==> src/rtl/gcd_job_driver.sv <==
// Initiator for a start/done GCD core: takes operand pairs on a valid/ready input, runs one job
// at a time with zero-operand bypass and a bounded wait, and returns the result on valid/ready.
module gcd_job_driver #(
  parameter int unsigned WIDTH   = 32,
  parameter int unsigned TIMEOUT = 1024
) (
  input  logic             clk_i,
  input  logic             rst_i,
  input  logic             in_valid_i,
  output logic             in_ready_o,
  input  logic [WIDTH-1:0] in_x_i,
  input  logic [WIDTH-1:0] in_y_i,
  output logic             core_start_o,
  output logic [WIDTH-1:0] core_x_o,
  output logic [WIDTH-1:0] core_y_o,
  input  logic [WIDTH-1:0] core_gcd_i,
  input  logic             core_done_i,
  output logic             out_valid_o,
  input  logic             out_ready_i,
  output logic [WIDTH-1:0] out_gcd_o,
  output logic [WIDTH-1:0] out_x_o,
  output logic [WIDTH-1:0] out_y_o,
  output logic             out_timeout_o,
  output logic             busy_o
);

  localparam int unsigned CntW = $clog2(TIMEOUT);
  localparam logic [CntW-1:0] CntMax = CntW'(TIMEOUT - 1);

  typedef enum logic [1:0] {StIdle, StStart, StWait, StHold} state_e;

  state_e            state_q, state_d;
  logic [WIDTH-1:0]  op_x_q, op_x_d;
  logic [WIDTH-1:0]  op_y_q, op_y_d;
  logic [WIDTH-1:0]  gcd_q, gcd_d;
  logic              timeout_q, timeout_d;
  logic [CntW-1:0]   cnt_q, cnt_d;

  always_ff @(posedge clk_i or posedge rst_i) begin
    if (rst_i) begin
      state_q   <= StIdle;
      op_x_q    <= '0;
      op_y_q    <= '0;
      gcd_q     <= '0;
      timeout_q <= 1'b0;
      cnt_q     <= '0;
    end else begin
      state_q   <= state_d;
      op_x_q    <= op_x_d;
      op_y_q    <= op_y_d;
      gcd_q     <= gcd_d;
      timeout_q <= timeout_d;
      cnt_q     <= cnt_d;
    end
  end

  always_comb begin
    state_d   = state_q;
    op_x_d    = op_x_q;
    op_y_d    = op_y_q;
    gcd_d     = gcd_q;
    timeout_d = timeout_q;
    cnt_d     = cnt_q;
    unique case (state_q)
      StIdle: begin
        if (in_valid_i) begin
          op_x_d    = in_x_i;
          op_y_d    = in_y_i;
          gcd_d     = '0;
          timeout_d = 1'b0;
          // gcd(a,0)=a and gcd(0,0)=0, so the OR is the answer without the core
          if (in_x_i == '0 || in_y_i == '0) begin
            gcd_d   = in_x_i | in_y_i;
            state_d = StHold;
          end else begin
            state_d = StStart;
          end
        end
      end
      StStart: begin
        cnt_d   = '0;
        state_d = StWait;
      end
      StWait: begin
        if (core_done_i) begin
          gcd_d     = core_gcd_i;
          timeout_d = 1'b0;
          state_d   = StHold;
        end else if (cnt_q == CntMax) begin
          gcd_d     = '0;
          timeout_d = 1'b1;
          state_d   = StHold;
        end else begin
          cnt_d = cnt_q + 1'b1;
        end
      end
      StHold: begin
        if (out_ready_i) state_d = StIdle;
      end
      default: state_d = StIdle;
    endcase
  end

  // Decoded from state only, so the async reset drops core_start immediately
  assign in_ready_o    = (state_q == StIdle);
  assign core_start_o  = (state_q == StStart);
  assign out_valid_o   = (state_q == StHold);
  assign busy_o        = (state_q != StIdle);
  assign core_x_o      = op_x_q;
  assign core_y_o      = op_y_q;
  assign out_x_o       = op_x_q;
  assign out_y_o       = op_y_q;
  assign out_gcd_o     = gcd_q;
  assign out_timeout_o = timeout_q;

endmodule

==> config.mk <==
export PLATFORM = sky130hd
export DESIGN_NAME = gcd_job_driver
export DESIGN_NICKNAME = d
export VERILOG_FILES = /design/src/rtl/gcd_job_driver.sv
export SDC_FILE = /design/constraint.sdc
export NUM_CORES = 1
export LEC_CHECK = 0
export CAP_MARGIN = 40
export CORE_MARGIN = 3
export CORE_UTILIZATION = 46
export CTS_BUF_LIST = sky130_fd_sc_hd__clkbuf_2 sky130_fd_sc_hd__clkbuf_4 sky130_fd_sc_hd__clkbuf_8
export CTS_CLUSTER_DIAMETER = 60
export DETAILED_ROUTE_END_ITERATION = 16
export PLACE_DENSITY = 0.88
export SLEW_MARGIN = 0
export SYNTH_ARGS = -nofsm -noshare
export SYNTH_HDL_FRONTEND = slang
export SYNTH_SLANG_ARGS = --single-unit
==> constraint.sdc <==
create_clock -name clk_i -period 7.5 [get_ports clk_i]
set_input_delay 1.125 -clock clk_i [delete_from_list [all_inputs] [get_ports clk_i]]
set_output_delay 1.125 -clock clk_i [all_outputs]
set_load 0.1 [all_outputs]
======== After elaboration in Yosys (flattened, before gate mapping) ========
Index checks and enable logic that the tools add are counted.
cells by class
  $add $sub $neg .......................... 1
  reductions and logical operators ........ 11
  equality and inequality tests ........... 9
  bitwise logic cells ..................... 1
  muxes and demuxes ....................... 18
operators with widths
  operator                                                                number
  32-bit two-way mux                                                      4
  32-bit zero test                                                        2
  32-bit case mux with 2 select lines                                     1
  32-bit OR                                                               1
  10-bit two-way mux                                                      2
  10-bit case mux with 2 select lines                                     1
  10-bit by 1-bit adder with 10-bit output (second input constant)        1
  10-bit equality test (second input constant)                            1
  2-bit two-way mux                                                       5
  3-bit AND reduction                                                     3
  2-bit case mux with 4 select lines                                      1
  2-bit != test (second input constant)                                   3
  2-bit nonzero test                                                      3
  2-bit equality test (second input constant)                             2
  1-bit two-way mux                                                       3
  3-bit != test (second input constant)                                   1
  2-bit by 1-bit equality test with 1-bit output (second input constant)  1
  2-bit zero test                                                         1
  2-bit by 1-bit != test with 1-bit output (second input constant)        1
  1-bit case mux with 2 select lines                                      1
  2-bit AND reduction                                                     1
  1-bit logical OR                                                        1
storage, ports and cells
  output and inout port bits .............. 165
  input port bits ......................... 101
  word-level logic and storage cells ...... 46
  flip-flop bits (word level) ............. 109

======== Logic depth before layout (Yosys ltp) ========
  word-level depth ........................ 5
  gate-level depth with buffers ........... 9
  depth with buffers taken out ............ 6

======== Worst setup path after synthesis ========
No wires, ideal clock.
  path type ............................... reg2out
  start ................................... reg state_q[0]
  end ..................................... out busy_o
  slack ................................... 4.427 ns
  buffers on the path ..................... 1
  cell stages (with the launch flop) ...... 5
  required time ........................... 6.375 ns
  arrival ................................. 1.948 ns
  path through ............................ dfrtp_1 -> inv_1 -> ha_1 -> buf_2 -> inv_1
on the way
  cells in the longest elaborated chain, start to end .. 1
RTL lines
  what                      RTL line  RTL
  start: declaration        32        state_e state_q, state_d;
  start signal: assignment  41        state_q <= StIdle;
  start signal: assignment  48        state_q <= state_d;
  2-bit nonzero test        108       assign busy_o = (state_q != StIdle);
  end: declaration          24        output logic busy_o
No other way between the ends.

======== Worst setup path in the final report ========
  start ................................... in in_y_i[1]
  end ..................................... reg gcd_q[24] (netlist: out_gcd_o[24])
on the way
  cells in the longest elaborated chain, start to end .. 5
RTL lines
  what                                 RTL line  RTL
  start: declaration                   12        input logic [WIDTH-1:0] in_y_i,
  32-bit zero test                     72        if (in_x_i == '0 || in_y_i == '0) begin
  1-bit logical OR                     72
  32-bit two-way mux                   72
  32-bit two-way mux                   66        if (in_valid_i) begin
  32-bit case mux with 2 select lines  64        unique case (state_q)
  end signal: assignment               51        gcd_q <= gcd_d;
  end: declaration                     35        logic [WIDTH-1:0] gcd_q, gcd_d;
No other way between the ends. The select of a mux whose other input is x is not followed.
A chain may end at the register's enable or synchronous reset.

==> results.md <==
* Status: completed
* Largest net degree at the start of global routing at 82
* Drt drc at 0
* Area occupied by multi-input gates at 0.00237 sq mm
* Synth Area in Adders at 1.09%
* FF-to-FF Start: state_q[0]$_DFFE_PP0P_
* Clock buffer depth at 2
* CTS tree: done
* Fin crit period at 4150 ps
* Vias/cell at 6.51
* R2R Path End: out_gcd_o[12]$_DFFE_PP0P_
* Multiplexer share of the synthesized area at 12.9%
* Syn Std Cell Area at 0.00576 sq mm
* WL/cell at 29.8 microns
* CP Class: input port to flop
* Row cnt at 40
* Max cap viols at 0
* Share of cells above drive strength 1 at 29.7%
* NumNets Final at 971
* Final HPWL from detailed placement at 21300 microns
* Initial Util at 47.6%
* Synth Area in Compound Gates at 12.6%
* CTS Root Buffer Type: clkbuf_8
* Seq/Total Area, Yosys at 47.3%
* Min-delay src: out_gcd_o[28]$_DFFE_PP0P_
* Drt first pass iters at 8
* Max frequency at 241 MHz
* Syn_area_per_cell at 11.1 sq um
* Tot GR Track Use at 44.0%
* Largest family of logic cells by synthesized area: simple AND/OR/NAND/NOR gates
* Final hold viol count at 0
* Total wire length at 30900 microns
* PostCTS Resize Cnt at 0
* Die W at 118 microns
* Vias in the first global route at 7532
* Critical path capture point type: flop
* TritonCTS Sinks at 109
* Post-DRT Antenna Nets at 0
* Syn Inst Count at 519
* Detailed-route via count at 6761
* Max Slew Vio Count at 0
* RD Place Congestion at 0.797
* Number of setup violations in the final report at 0
* TNS Setup at 0 ps
* Critical Path Sink: out_gcd_o[24]$_DFFE_PP0P_
* Area of the die at 0.0139 sq mm
* Worst-margin pin slew at 970 ps
* Hold buffers post-CTS at 0
* Synth Warn # at 0
* Hold Crit Class: flop to flop
* Simple-gate share of the synthesized area at 14.2%
* Synth area leader: dfrtp_1
* H-tree depth at 3
* Setup crit start: in_y_i[1]
* Relative slew margins at 35.1%
* Yosys top cell area share at 47.3%
* GRT overflow at 0
* Worst skew pair latency at 390 ps
* Synth Area in XOR/XNOR at 0%
* Worst-path fanout max at 17
* Chip height at 118 microns
* Fillers at 398
* Syn Nets at 625
* RSZ-0062 raised after global routing: no
* Core area at 0.0121 sq mm
* FF+latch area at 0.00273 sq mm
* Clock Skew at 24.5 ps
* Iteration-0 DRC Markers at 818
* IO buf count at 265
* Req. time, crit path at 7730 ps
* Final period util at 55.4%
* #FFs+latches synth at 109
* Initial antenna violation count at 1
* Global-route wire length before repair at 46400 microns
* Worst Path Arrival at 4380 ps
* Count of cell types in the netlist at 42
* I/O pin count at 266
* CTS Buf Count at 9
* Setup Fix Bufs, Post-CTS at 0
* Crit start category: input port
* Clock-pin transition on the worst setup and hold timing paths at 120 ps
* R2R Setup Slk at 3960 ps
* Area Growth Syn to Fin at 93.0%
* Synth top area cells: dfrtp_1 (47%), mux2_2 (13%), buf_4 (8.3%)
* FF-to-FF path depth at 8
-- kinds of logic (layout without fill, tap and decap cells) --
group           after synthesis  after routing
other cells                   0              1
fa+ha+maj                     5              5
simple gates                130            130
flops                       109            109
compound gates               98             98
mux                          66             66
buf+inv                     111            461
-- synthesized netlist by cell type --
cell	number
a2111oi_0	1
a211o_1	1
a21boi_0	1
a21o_1	1
a21oi_1	8
a22o_1	2
a2bb2oi_1	1
a31oi_1	36
a41o_1	2
and2_1	2
and3_1	2
and4_1	3
and4b_1	32
buf_1	6
buf_2	5
buf_4	64
buf_6	3
clkbuf_1	25
clkbuf_2	1
dfrtp_1	109
ha_1	5
inv_1	7
mux2_2	65
mux2i_1	1
nand2_1	11
nand2b_1	4
nand3_1	6
nand3b_1	1
nand4_1	7
nor2_1	37
nor2b_1	4
nor3_1	1
nor4_1	17
o211a_1	1
o211ai_1	2
o21ai_0	2
o221ai_1	1
o22a_1	1
o311ai_0	1
o31ai_1	3
o41ai_1	34
or4_1	3
-- metrics by stage --
stage	std cells	setup slack, ps	instance area [sq um]	hold slack [ps]	util, %
6_report	1038	3350	11100	540	91.8
5_1_grt	1038	3230	11100	548	91.8
4_1_cts	1035	3780	11100	528	91.5
3_5_place_dp	1020	3320	10900	494	90.0
3_3_place_gp	851	3490	8010	477	66.1
2_1_floorplan	519	3500	5760	506	-
-- state kept, by name, summed over array words and instances, names as in the netlist --
signal and cells:
out_timeout_o 1, core_x_o 32, core_y_o 32, state_q 2, out_gcd_o 32, cnt_q 10
-- worst max-delay path, cell delays in order --
cell and delay [ps]:
clkdlybuf4s50_1 510, nor4_1 730, nand4_1 530, o22a_1 640
buf_8 310, o41ai_1 510
-- final cells by class --
type	instances	area share (%)
flip-flops and latches	109	24.5
multi-input cells	299	21.3
diodes	1	0.0225
well taps	168	1.89
clock inverters	6	0.574
clock buffers	9	1.11
inverters	7	0.259
repair buffers	439	50.3
-- layer usage --
layer  routed length [microns]  share of wire (%)  up-vias  GRT usage, %
met3                      3110                 10      271          14.5
met4                      3450                 11        0          38.1
met1                      9180                 30     3210          42.4
li1                          -                  -     2599             -
met2                     15100                 49      681          75.0
met5                         0                  0        -             0
-- worst min path at each step --
stage	endpoint	slack [ps]	cells past startpoint
floorplan	state_q[0]$_DFFE_PP0P_	510	1
global placement	out_gcd_o[8]$_DFFE_PP0P_	480	2
detailed placement	out_gcd_o[8]$_DFFE_PP0P_	490	2
CTS	out_gcd_o[28]$_DFFE_PP0P_	530	2
global route	out_gcd_o[28]$_DFFE_PP0P_	550	2
finish	out_gcd_o[28]$_DFFE_PP0P_	540	2
-- cells in the final DEF (no fill, tap or decap), types with 3 or more instances in the layout --
| master | instances |
|---|---|
| clkdlybuf4s50_1 | 265 |
| buf_8 | 141 |
| dfrtp_1 | 109 |
| mux2_2 | 65 |
| nor2_1 | 37 |
| a31oi_1 | 36 |
| o41ai_1 | 34 |
| and4b_1 | 32 |
| buf_16 | 29 |
| nor4_1 | 17 |
| nand2_1 | 10 |
| clkbuf_8 | 9 |
| a21oi_1 | 8 |
| nand4_1 | 7 |
| inv_1 | 6 |
| nand3_1 | 6 |
| nand2b_1 | 4 |
| nor2b_1 | 4 |
| ha_1 | 4 |
| and4_1 | 3 |
| or4_1 | 3 |
| o31ai_1 | 3 |
| buf_4 | 3 |
Power is left out: the tool's default activity adds up to more than one toggle a clock period on the data nets, which glitch-free logic cannot reach.
